--- src/rtl/dpcm_rle_encoder_if.sv ---
// Stream bundle for the DPCM run-length encoder: difference words in,
// {value, count} word pairs out, each side with its own valid/ready handshake.
interface dpcm_rle_encoder_if #(
  parameter int WIDTH = 8
);
  logic             ValidIn;
  logic             ReadyIn;
  logic [WIDTH-1:0] DataIn;
  logic             Flush;
  logic             ValidOut;
  logic             ReadyOut;
  logic [WIDTH-1:0] DataOut;

  // master: the stage that feeds words in and drains the pairs
  modport master (
    output ValidIn, DataIn, Flush, ReadyOut,
    input  ReadyIn, ValidOut, DataOut
  );

  modport slave (
    input  ValidIn, DataIn, Flush, ReadyOut,
    output ReadyIn, ValidOut, DataOut
  );
endinterface

--- src/rtl/dpcm_rle_encoder.sv ---
// Run-length encoder behind the DPCM difference stage: each run of equal
// words leaves as a value word followed by a count word.
module dpcm_rle_encoder #(
  parameter int WIDTH   = 8,
  parameter int MAX_RUN = 255
) (
  input  logic         clk,
  input  logic         rst,
  dpcm_rle_encoder_if.slave bus
);

  typedef enum logic [1:0] {IDLE, RUN, EMIT_VAL, EMIT_CNT} state_t;

  localparam logic [WIDTH-1:0] MAX_CNT = WIDTH'(MAX_RUN);
  localparam logic [WIDTH-1:0] ONE     = WIDTH'(1);

  state_t           state, stateNxt;
  logic [WIDTH-1:0] runVal, runValNxt;
  logic [WIDTH-1:0] nextVal, nextValNxt;
  logic [WIDTH-1:0] count, countNxt;
  logic             pending, pendingNxt;
  logic             rdyQ, rdyNxt;
  logic             vldQ, vldNxt;
  logic [WIDTH-1:0] dataQ, dataNxt;
  logic [WIDTH-1:0] cntInc;
  logic             inAccept;
  logic             outXfer;

  // Flush must win over a word offered in the same RUN cycle, so it gates the
  // registered ready directly; that is the only combinational term on ReadyIn.
  assign bus.ReadyIn  = rdyQ && !(bus.Flush && (state == RUN));
  assign bus.ValidOut = vldQ;
  assign bus.DataOut  = dataQ;

  assign inAccept = bus.ValidIn && bus.ReadyIn;
  assign outXfer  = vldQ && bus.ReadyOut;
  assign cntInc   = count + ONE;

  // State register
  always_ff @(posedge clk or posedge rst) begin
    if (rst) begin
      state   <= IDLE;
      runVal  <= '0;
      nextVal <= '0;
      count   <= '0;
      pending <= 1'b0;
      rdyQ    <= 1'b0;
      vldQ    <= 1'b0;
      dataQ   <= '0;
    end else begin
      state   <= stateNxt;
      runVal  <= runValNxt;
      nextVal <= nextValNxt;
      count   <= countNxt;
      pending <= pendingNxt;
      rdyQ    <= rdyNxt;
      vldQ    <= vldNxt;
      dataQ   <= dataNxt;
    end
  end

  // Next-state and datapath update
  always_comb begin
    stateNxt   = state;
    runValNxt  = runVal;
    nextValNxt = nextVal;
    countNxt   = count;
    pendingNxt = pending;
    unique case (state)
      IDLE: begin
        if (inAccept) begin
          runValNxt  = bus.DataIn;
          countNxt   = ONE;
          pendingNxt = 1'b0;
          // a single word already fills the run when MAX_RUN is 1
          stateNxt   = (MAX_CNT == ONE) ? EMIT_VAL : RUN;
        end
      end
      RUN: begin
        if (bus.Flush) begin
          pendingNxt = 1'b0;
          stateNxt   = EMIT_VAL;
        end else if (inAccept) begin
          if (bus.DataIn == runVal) begin
            countNxt = cntInc;
            if (cntInc == MAX_CNT) begin
              pendingNxt = 1'b0;
              stateNxt   = EMIT_VAL;
            end
          end else begin
            // the breaking word is parked until the closed pair has left
            nextValNxt = bus.DataIn;
            pendingNxt = 1'b1;
            stateNxt   = EMIT_VAL;
          end
        end
      end
      EMIT_VAL: begin
        if (outXfer) stateNxt = EMIT_CNT;
      end
      EMIT_CNT: begin
        if (outXfer) begin
          if (pending) begin
            runValNxt  = nextVal;
            countNxt   = ONE;
            pendingNxt = 1'b0;
            stateNxt   = (MAX_CNT == ONE) ? EMIT_VAL : RUN;
          end else begin
            countNxt = '0;
            stateNxt = IDLE;
          end
        end
      end
      default: stateNxt = IDLE;
    endcase
  end

  // Registered outputs follow the state being entered, so the value word
  // appears the cycle after the closing edge and holds under backpressure.
  always_comb begin
    rdyNxt  = (stateNxt == IDLE) || (stateNxt == RUN);
    vldNxt  = (stateNxt == EMIT_VAL) || (stateNxt == EMIT_CNT);
    dataNxt = '0;
    case (stateNxt)
      EMIT_VAL: dataNxt = runValNxt;
      EMIT_CNT: dataNxt = countNxt;
      default:  dataNxt = '0;
    endcase
  end

endmodule

--- src/flat_wrapper.sv ---
// flat-port wrapper written by rule: the top's interface ports become plain ports
module dpcm_rle_encoder_flat 
#(
  parameter int WIDTH   = 8,
  parameter int MAX_RUN = 255
)
  (clk, rst, bus_ValidIn, bus_DataIn, bus_Flush, bus_ReadyOut, bus_ReadyIn, bus_ValidOut, bus_DataOut);
  dpcm_rle_encoder_if #(.WIDTH(WIDTH)) bus_i ();
  input  logic clk;
  input  logic rst;
  input wire logic [$bits(bus_i.ValidIn)-1:0] bus_ValidIn;
  input wire logic [$bits(bus_i.DataIn)-1:0] bus_DataIn;
  input wire logic [$bits(bus_i.Flush)-1:0] bus_Flush;
  input wire logic [$bits(bus_i.ReadyOut)-1:0] bus_ReadyOut;
  output wire logic [$bits(bus_i.ReadyIn)-1:0] bus_ReadyIn;
  output wire logic [$bits(bus_i.ValidOut)-1:0] bus_ValidOut;
  output wire logic [$bits(bus_i.DataOut)-1:0] bus_DataOut;
  assign bus_i.ValidIn = bus_ValidIn;
  assign bus_i.DataIn = bus_DataIn;
  assign bus_i.Flush = bus_Flush;
  assign bus_i.ReadyOut = bus_ReadyOut;
  assign bus_ReadyIn = bus_i.ReadyIn;
  assign bus_ValidOut = bus_i.ValidOut;
  assign bus_DataOut = bus_i.DataOut;
  dpcm_rle_encoder #(.WIDTH(WIDTH), .MAX_RUN(MAX_RUN)) u_core (.clk(clk), .rst(rst), .bus(bus_i));
endmodule
--- config.mk ---
export PLATFORM = sky130hd
export DESIGN_NAME = dpcm_rle_encoder_flat
export DESIGN_NICKNAME = d
export VERILOG_FILES = /design/src/rtl/dpcm_rle_encoder_if.sv /design/src/rtl/dpcm_rle_encoder.sv /design/src/flat_wrapper.sv
export SDC_FILE = /design/constraint.sdc
export NUM_CORES = 1
export LEC_CHECK = 0
export BUFFER_PORTS_ARGS = -buffer_cell sky130_fd_sc_hd__buf_2
export CAP_MARGIN = 10
export CORE_MARGIN = 3
export CORE_UTILIZATION = 45
export CTS_CLUSTER_DIAMETER = 50
export DETAILED_ROUTE_END_ITERATION = 8
export PLACE_DENSITY = 0.7
export SYNTH_ARGS = -nofsm -noshare
export SYNTH_HDL_FRONTEND = slang
export SYNTH_SLANG_ARGS = --single-unit
--- constraint.sdc ---
create_clock -name clk -period 3.1 [get_ports clk]
set_clock_uncertainty 0.05 [all_clocks]
set_input_delay 0 -clock clk [delete_from_list [all_inputs] [get_ports clk]]
set_output_delay 0 -clock clk [all_outputs]
set_load 0.01 [all_outputs]
==> summary.txt <==
Finish
  – Syn-to-layout area delta: 14.2%
  – Layout cells sized above 1: 0.234
  – Commonest non-fill, non-tap cell in the layout: dfrtp_1
  – Net count reported at finish: 275
  – Commonest cells after routing, fill and taps aside: dfrtp_1 (37), buf_2 (22), nand2_1 (17)
  – Fillers: 470
  – Diode count: 0
  – Post-route design area: 0.00259 sq mm

STA
  – Unrepaired setup endpoints after global routing: no
  – Fin crit share: 0.842
  – Peak Freq: 0.383 GHz
  – Setup_tns: 0 ns
  – Rel. slew slack: 0.571
  – Hold Violations, Final: 0
  – Setup violators final: 0
  – Pins Over Slew Limit: 0
  – Worst slew pin tran: 0.642 ns
  – Min cycle time layout: 2.61 ns

Die
  – Die H: 77.1 microns
  – CORE AREA: 0.00482 sq mm
  – Die area: 0.00594 sq mm
  – Top Ports: 23
  – Die X: 77.1 microns
  – Num rows: 25
  – Initial core utilization: 0.472

Power
  – Clk pwr share: 0.163
  – Sequential share of power: 0.348
  – Worst-case vdd ir drop: 0.436 mV
  – Combinational Power Share: 0.489
  – P_sw: 0.000902 W
  – Net Sw Frac: 0.431
  – Power Density: 806 mW/mm^2
  – Leakage power: 1.23 nW
  – P_int: 0.00119 W

Place
  – Gpl congestion: 0.902
  – Port buffer count: 22
  – DP Wirelength: 4.02 mm
  – Post-DP Area: 0.00241 sq mm

Clock tree
  – Root Driver: clkbuf_8
  – CTS tree: done
  – Worst-path clk slew: 0.07 ns
  – Worst-skew pair later-pin latency: 0.29 ns
  – PostCTS Resize Cnt: 0
  – CTS Buf Count: 5
  – H-tree levels: 2
  – Hold buffers post-CTS: 9
  – Postcts setup bufs: 0
  – Longest Clk Path Bufs: 2
  – Clock sink count: 37

Worst hold path
  – Hold Crit Class: input pin to register
  – Hold Path Stages: 4

Yosys
  – Mean Syn Cell Area: 10.1 sq um
  – Ys flop type: dfrtp_1
  – Sequential area share after synthesis: 0.407
  – Synth unique cells: 59
  – EDFF count, synth: 0
  – Ys Warns: 0
  – Asr flop ratio synth: 1.00
  – Mapped Cells: 226
  – Syn nets: 245
  – Post-synthesis register bit count: 37
  – Synth Cell Area: 0.00227 sq mm

GRT
  – Antenna violations before repair: 0
  – Vias in the first global route: 1,893
  – Largest net degree at the start of global routing: 38
  – Tot GR Track Use: 0.197
  – First-pass GRT wire length: 9.22 mm
  – Global route total overflow: 0

Critical path
  – Critical path class: register to register
  – Worst Reg-to-Reg Cells: 8
  – CP required: 3.23 ns
  – CP max FO: 9
  – Crit start category: register
  – Reg2Reg Setup Slack: 0.49 ns
  – Crit path DAT: 2.74 ns
  – Setup crit end kind: register

Drt
  – Vias per inst: 5.72
  – DR DRC count: 0
  – Starting DRT DRC Count: 126
  – Antenna Nets Post-Route: 0
  – Final WL: 5.38 mm
  – Via count: 1,847
  – DR WL/cell: 16.7 microns
  – Pre-antenna DRT Iters: 4

Job
  – Max-cap violations: 0

Status
  – Outcome: finished clean
[area by class of cell]
cell class	instances	area (sq um)	share of cell area
clock inverters	1	7.51	0.00289
well taps	67	83.8	0.0323
inverters	14	55.1	0.0212
flip-flops and latches	37	926	0.357
clock buffers	6	82.6	0.0318
repair buffers	33	215	0.0829
multi-input cells	165	1220	0.472
[registers in the layout, summed over array words and instances, names as in the netlist]
name                 cells
u_core.bus.DataOut       8
u_core.bus.ValidOut      1
u_core.count             8
u_core.nextVal           8
u_core.pending           1
u_core.rdyQ              1
u_core.runVal            8
u_core.state             2
[layer usage]
layer	global-route usage	wire length, microns
met1	0.258	2350
met2	0.316	2610
met3	0.0376	231
met4	0.0890	184
met5	0	0
[Yosys cell counts (4+ instances only)]
cell type	count	share of area
o21ai_0	12	0.026
a22oi_1	9	0.030
mux2_2	8	0.040
nor2_1	14	0.023
nor3_1	5	0.011
inv_1	13	0.021
ha_1	6	0.033
nand2_1	17	0.028
nand3_1	9	0.020
o211ai_1	4	0.013
nand4_1	5	0.014
dfrtp_1	37	0.41
a21oi_1	6	0.013
o211a_1	4	0.018
buf_2	4	0.0088
xor2_1	8	0.031
[final timing paths]
check,start,to
worst max-delay path,u_core.state[1]$_DFF_PP0_,u_core.bus.DataOut[6]$_DFF_PP0_
worst min-delay path,bus_Flush,u_core.count[3]$_DFF_PP0_
worst max register to register,u_core.state[1]$_DFF_PP0_,u_core.bus.DataOut[6]$_DFF_PP0_
worst min register to register,u_core.nextVal[1]$_DFFE_PP0P_,u_core.nextVal[1]$_DFFE_PP0P_
max in group asynchronous,rst,u_core.pending$_DFFE_PP0P_
min in group asynchronous,rst,u_core.bus.DataOut[3]$_DFF_PP0_
[cell families (layout without fill, tap and decap cells)]
family          Yosys count  in the layout  share of synthesized area
fa+ha+maj                 6              6                     0.0330
compound gates           61             61                      0.208
buf+inv                  24             54                     0.0534
xor+xnor                 10             10                     0.0385
simple gates             79             79                      0.215
mux                       9              9                     0.0441
flops                    37             37                      0.407
[power groups by stage]
stage / Combinational [W] / Sequential (W) / Clock [W]
floorplan: 0.000781 / 0.000722 / 0
CTS: 0.00102 / 0.000727 / 0.000350
detailed placement: 0.00101 / 0.000736 / 0
global route: 0.00113 / 0.000741 / 0.000370
finish: 0.00102 / 0.000728 / 0.000340
global placement: 0.000993 / 0.000734 / 0
[critical path: stages, from the launching register on]
cell and delay (ns):
dfrtp_1 0.44, inv_1 0.11, ha_1 0.20, and2_1 0.25
nor3b_4 0.44, nor3_1 0.11, nand4bb_2 0.39, and2_4 0.30
o211a_1 0.21
[metrics by stage]
step | instances | util | setup slack [ns] | hold slack (ns) | total power [W]
2_1_floorplan | 226 | - | 0.718 | 0.102 | 0.00150
3_3_place_gp | 307 | 0.501 | 0.639 | 0.0791 | 0.00173
3_5_place_dp | 307 | 0.501 | 0.508 | 0.0839 | 0.00174
4_1_cts | 323 | 0.539 | 0.487 | 0.182 | 0.00210
5_1_grt | 323 | 0.539 | 0.342 | 0.216 | 0.00224
6_report | 323 | 0.539 | 0.490 | 0.197 | 0.00209
(Power assumes the default switching activity.)
